### src/rtl/cnt_capture_disp_pkg.sv
// Shared constants for the ripple-count capture block: active-low seven-segment
// glyphs in {g,f,e,d,c,b,a} order and active-low digit enables.
package cnt_capture_disp_pkg;

    localparam logic [6:0] SEG_BLANK = 7'b1111111;
    localparam logic [6:0] SEG_0 = 7'b1000000;
    localparam logic [6:0] SEG_1 = 7'b1111001;
    localparam logic [6:0] SEG_2 = 7'b0100100;
    localparam logic [6:0] SEG_3 = 7'b0110000;
    localparam logic [6:0] SEG_4 = 7'b0011001;
    localparam logic [6:0] SEG_5 = 7'b0010010;
    localparam logic [6:0] SEG_6 = 7'b0000010;
    localparam logic [6:0] SEG_7 = 7'b1111000;
    localparam logic [6:0] SEG_8 = 7'b0000000;
    localparam logic [6:0] SEG_9 = 7'b0010000;
    localparam logic [6:0] SEG_A = 7'b0001000;
    localparam logic [6:0] SEG_B = 7'b0000011;
    localparam logic [6:0] SEG_C = 7'b1000110;
    localparam logic [6:0] SEG_D = 7'b0100001;
    localparam logic [6:0] SEG_E = 7'b0000110;
    localparam logic [6:0] SEG_F = 7'b0001110;

    localparam logic [1:0] AN_UNITS = 2'b10;
    localparam logic [1:0] AN_TENS  = 2'b01;

endpackage

### src/rtl/cnt_capture_disp_seg7_hex.sv
// Purpose: 4-bit value to active-low seven-segment glyph (hex, lower-case b/d).
// Latency: combinational.
// Backpressure: none.
module seg7_hex
    import cnt_capture_disp_pkg::*;
(
    input  logic [3:0] digit,
    output logic [6:0] seg
);

    always_comb begin
        seg = SEG_BLANK;
        case (digit)
            4'h0: seg = SEG_0;
            4'h1: seg = SEG_1;
            4'h2: seg = SEG_2;
            4'h3: seg = SEG_3;
            4'h4: seg = SEG_4;
            4'h5: seg = SEG_5;
            4'h6: seg = SEG_6;
            4'h7: seg = SEG_7;
            4'h8: seg = SEG_8;
            4'h9: seg = SEG_9;
            4'hA: seg = SEG_A;
            4'hB: seg = SEG_B;
            4'hC: seg = SEG_C;
            4'hD: seg = SEG_D;
            4'hE: seg = SEG_E;
            4'hF: seg = SEG_F;
            default: seg = SEG_BLANK;
        endcase
    end

endmodule

### src/rtl/cnt_capture_disp.sv
// Purpose: synchronize, stability-filter and track a ripple counter; show tens/count on 2-digit 7-seg.
// Latency: settled cnt_in reaches value at edge STABLE_CYCLES+3; seg/an one cycle after value/tens.
// Backpressure: none; free-running capture, every accepted value is reported immediately.
module cnt_capture_disp
    import cnt_capture_disp_pkg::*;
#(
    parameter int STABLE_CYCLES = 4,
    parameter int REFRESH_BITS  = 16
) (
    input  logic       clk,
    input  logic       rst,
    input  logic [3:0] cnt_in,
    input  logic       clr,
    output logic [3:0] value,
    output logic       upd,
    output logic       wrap,
    output logic [3:0] tens,
    output logic       skip,
    output logic [6:0] seg,
    output logic [1:0] an
);

    localparam logic [7:0] STAB_MAX = 8'(STABLE_CYCLES - 1);

    logic [3:0]              sync_1;
    logic [3:0]              sync_2;
    logic [3:0]              cand;
    logic [7:0]              stab_cnt;
    logic [REFRESH_BITS-1:0] refresh;
    logic [REFRESH_BITS-1:0] refresh_nxt;
    logic                    accept;
    logic                    is_wrap;
    logic                    disp_tens;
    logic [6:0]              glyph;

    always_ff @(posedge clk or posedge rst) begin
        if (rst) begin
            sync_1 <= 4'd0;
            sync_2 <= 4'd0;
        end else begin
            sync_1 <= cnt_in;
            sync_2 <= sync_1;
        end
    end

    // A candidate is accepted once it has been seen STABLE_CYCLES+1 times in a row.
    assign accept  = (sync_2 == cand) && (stab_cnt == STAB_MAX) && (cand != value);
    assign is_wrap = accept && (cand < value);

    always_ff @(posedge clk or posedge rst) begin
        if (rst) begin
            cand     <= 4'd0;
            stab_cnt <= 8'd0;
        end else if (sync_2 != cand) begin
            cand     <= sync_2;
            stab_cnt <= 8'd0;
        end else if (stab_cnt != STAB_MAX) begin
            stab_cnt <= stab_cnt + 8'd1;
        end
    end

    always_ff @(posedge clk or posedge rst) begin
        if (rst) begin
            value <= 4'd0;
            upd   <= 1'b0;
            wrap  <= 1'b0;
        end else begin
            upd  <= accept;
            wrap <= is_wrap;
            if (accept) begin
                value <= cand;
            end
        end
    end

    // clr has priority over a coincident accept for the wrap/skip bookkeeping.
    always_ff @(posedge clk or posedge rst) begin
        if (rst) begin
            tens <= 4'd0;
            skip <= 1'b0;
        end else if (clr) begin
            tens <= 4'd0;
            skip <= 1'b0;
        end else begin
            if (is_wrap) begin
                tens <= (tens == 4'd9) ? 4'd0 : tens + 4'd1;
            end
            if (accept && (cand != value + 4'd1)) begin
                skip <= 1'b1;
            end
        end
    end

    // Digit select follows the next refresh value so seg/an switch on the MSB edge.
    assign refresh_nxt = refresh + 1'b1;
    assign disp_tens   = refresh_nxt[REFRESH_BITS-1];

    seg7_hex u_seg7_hex (
        .digit (disp_tens ? tens : value),
        .seg   (glyph)
    );

    always_ff @(posedge clk or posedge rst) begin
        if (rst) begin
            refresh <= '0;
            seg     <= SEG_0;
            an      <= AN_UNITS;
        end else begin
            refresh <= refresh_nxt;
            seg     <= glyph;
            an      <= disp_tens ? AN_TENS : AN_UNITS;
        end
    end

endmodule

### config.mk
export PLATFORM = sky130hd
export DESIGN_NAME = cnt_capture_disp
export DESIGN_NICKNAME = d
export VERILOG_FILES = /design/src/rtl/cnt_capture_disp_pkg.sv /design/src/rtl/cnt_capture_disp_seg7_hex.sv /design/src/rtl/cnt_capture_disp.sv
export SDC_FILE = /design/constraint.sdc
export NUM_CORES = 1
export LEC_CHECK = 0
export ABC_CLOCK_PERIOD_IN_PS = 3000
export BUFFER_PORTS_ARGS = -buffer_cell sky130_fd_sc_hd__buf_4
export CORE_MARGIN = 2
export CORE_UTILIZATION = 28
export CTS_BUF_LIST = sky130_fd_sc_hd__clkbuf_8
export DETAILED_ROUTE_END_ITERATION = 10
export GPL_ROUTABILITY_DRIVEN = 0
export GPL_TIMING_DRIVEN = 0
export PLACE_DENSITY = 0.43
export SKIP_CTS_REPAIR_TIMING = 1
export SYNTH_ARGS = -nofsm -noshare
export SYNTH_HDL_FRONTEND = slang
export SYNTH_HIERARCHICAL = 1
export SYNTH_SLANG_ARGS = --single-unit
### constraint.sdc
create_clock -name clk -period 3 [get_ports clk]
set_clock_uncertainty 0.1 [all_clocks]
set_input_delay 0 -clock clk [delete_from_list [all_inputs] [get_ports clk]]
set_output_delay 0 -clock clk [all_outputs]
set_load 0.02 [all_outputs]
==> results.tsv <==
metric	value	unit
status	finished, final reports clean	
root buffer cell	clkbuf_8	
Slowest-stage cell, CP	mux4_1	
pwr dens	399.8	nW/um^2
final hold violation count	0	
Post-DP Area	2942	um^2
drt pass-1 iters	4	
GRT Resource Usage Total	0.09634	
TritonCTS Buffers	5	
Req. time, crit path	3.09	ns
most frequent CP cell	inv_1	
CP peak stage delay	0.49	ns
Tmin final	2.792	ns
Starting Density	0.2841	
clock share of power	0.347	
post-synthesis cell type count	39	
post-route ant nets	0	
Rel. slew slack	0.6341	
CP Data Arrival Time	2.88	ns
Gate power share	0.044	
crit start category	register	
vias in the first global route	1568	
Seq/Total Area, Yosys	0.5329	
average cell area after synthesis	11.45	um^2
via/cell ratio	4.540	
row count	35	
IO buf count	26	
die width	100.1	um
Hold WS	0.1910	ns
kind of critical path	register to register	
die extent in y	100.1	um
Total Power	1.245	mW
Yosys reg bits	55	
Starting DRT DRC Count	48	
max_cap viols	0	
DR WL/cell	11.92	um
largest net degree at the start of global routing	32	
Max FO, Critical Path	7	
final worst setup slack	0.2079	ns
Core Area	9109	um^2
Worst-Skew Late Latency	0.31	ns
Internal	0.9627	mW
area grow syn2layout	20.36	%
diode count	0	
Synth Warn #	6	
critical path capture point type	register	
DR DRC count	0	
Slew @ Worst Pin	0.5468	ns
Async SR Flop Fraction	1.000	
Post-Syn Area	2587	um^2
Post-synth EDFFs	0	
vias	1716	
Mapped Cells	226	
num ports	27	
Top FF cell, synth	dfrtp_1	
worst min-delay path category	primary input to asynchronous set/reset pin	
Peak Freq	0.3582	GHz
fin area	3114	um^2
setup tns final	0	ns
CTS tree	yes	
Clock Tree Buf Depth	2	
pre-CTS WS	-0.1657	ns
sw power	0.2824	mW
GRT Residual Overflow	0	
clk slew on worst S/H paths	0.10	ns
die area	10030	um^2
Sw Ratio	0.2268	
VDD IR max	168.6	uV
fin crit share	0.9307	
Routed WL	4507	um
initial antenna violation count	0	
placed wire-length estimate	3256	um
P_leak	1.437	nW
Seq pwr share	0.608	
critical path's top delay family	multiplexers	
CP Cell Sequence	nand4_1 > nor4_2 > xnor2_2 > mux2_2 > inv_1 > ha_1 > inv_1 > mux4_1	
CP bufs+invs	2	
layout cells sized above 1	0.1835	
first-pass GRT wire length	7700	um
# setup viols final	0	
Slew Viols, Final	0	
CTS sink count	55	
# nets final	289	
htree depth	2	
Syn Nets	249	
-- path summary, 6_finish.rpt --
path / start / to / slack (ns) / cells after the start
max in group asynchronous: rst / seg[6]$_DFF_PP1_ / 1.99 / 4
hold / removal: rst / sync_1[3]$_DFF_PP0_ / 0.19 / 3
hold reg to reg: sync_1[1]$_DFF_PP0_ / sync_2[1]$_DFF_PP0_ / 0.26 / 0
setup / recovery: refresh[2]$_DFF_PP0_ / seg[3]$_DFF_PP0_ / 0.21 / 8
min in group clk: cnt_in[3] / sync_1[3]$_DFF_PP0_ / 0.23 / 2
setup reg to reg: refresh[2]$_DFF_PP0_ / seg[3]$_DFF_PP0_ / 0.21 / 8
-- area by class of cell --
type                    instances  area, um^2
clock inverters                 2       12.51
clock buffers                   6       82.58
flip-flops and latches         55        1379
plain buffers                   8       42.54
multi-input cells             149        1131
well taps                     111       138.9
inverters                      14       52.55
fillers                       925        5995
repair buffers                 33       275.3
-- cells by family after synthesis --
| group | synth area share |
|---|---|
| compound gates | 0.05658 |
| xor+xnor | 0.09816 |
| fa+ha+maj | 0.07737 |
| buf+inv | 0.03675 |
| flops | 0.5329 |
| mux | 0.05126 |
| simple gates | 0.1470 |
-- per-layer routing --
| metal | up-vias | GRT usage | part of all wire |
|---|---|---|---|
| met1 | 835 | 0.1362 | 0.50 |
| li1 | 848 | - | - |
| met3 | 6 | 0.02786 | 0.041 |
| met2 | 27 | 0.1420 | 0.44 |
| met4 | 0 | 0.03161 | 0.016 |
| met5 | - | 0 | 0 |
-- flip-flops by register name, indices dropped and copies added, names as in the netlist --
| name | flops |
|---|---|
| an | 2 |
| cand | 4 |
| refresh | 15 |
| seg | 7 |
| skip | 1 |
| stab_cnt | 8 |
| sync_1 | 4 |
| sync_2 | 4 |
| tens | 4 |
| upd | 1 |
| value | 4 |
| wrap | 1 |
-- synth_stat cells (2+ instances only) --
cell / number / share of area
a21oi_1: 7 / 0.014
nand4_1: 8 / 0.019
mux2_1: 3 / 0.013
clkbuf_1: 5 / 0.0073
dfrtp_1: 53 / 0.51
xnor2_1: 18 / 0.061
and3_1: 2 / 0.0048
or3_1: 3 / 0.0073
inv_1: 14 / 0.020
o21ai_0: 9 / 0.017
nor2_1: 21 / 0.030
a22o_1: 2 / 0.0068
mux2i_1: 5 / 0.019
ha_1: 16 / 0.077
nand2_1: 11 / 0.016
dfstp_2: 2 / 0.020
nor3_1: 2 / 0.0039
xor2_1: 11 / 0.037
nand3_1: 13 / 0.025
mux2_2: 2 / 0.0087
-- per-stage QoR --
stage | utilization | cells
2_1_floorplan | - | 226
3_3_place_gp | 0.3207 | 363
3_5_place_dp | 0.3229 | 364
4_1_cts | 0.3334 | 372
5_1_grt | 0.3419 | 378
6_report | 0.3419 | 378
-- worst min-delay path: stages --
cell and delay (ns):
dlygate4sd3_1 0.53, buf_4 0.13, inv_2 0.40
-- power by group through the flow --
| stage | clock network (mW) | logic, mW | registers, mW |
|---|---|---|---|
| 3_3_place_gp | 0 | 0.0487 | 0.772 |
| 5_1_grt | 0.482 | 0.0640 | 0.759 |
| 3_5_place_dp | 0 | 0.0519 | 0.772 |
| 4_1_cts | 0.458 | 0.0520 | 0.758 |
| 2_1_floorplan | 0 | 0.0319 | 0.771 |
| 6_report | 0.433 | 0.0554 | 0.757 |
-- cell usage in the layout, fill, tap and decap left out, types with 3 or more instances in the layout --
cell type,netlist,routed
ha_1,16,16
xor2_1,11,11
clkbuf_8,0,6
or3_1,3,3
nand4_1,8,8
a21oi_1,7,7
buf_4,1,27
clkbuf_1,5,5
xnor2_1,18,17
o21ai_0,9,8
inv_1,14,14
nor2_1,21,21
mux2_2,2,3
nand3_1,13,13
mux2i_1,5,5
dlygate4sd3_1,0,6
dfrtp_1,53,53
nand2_1,11,11
(Power assumes the default switching activity.)
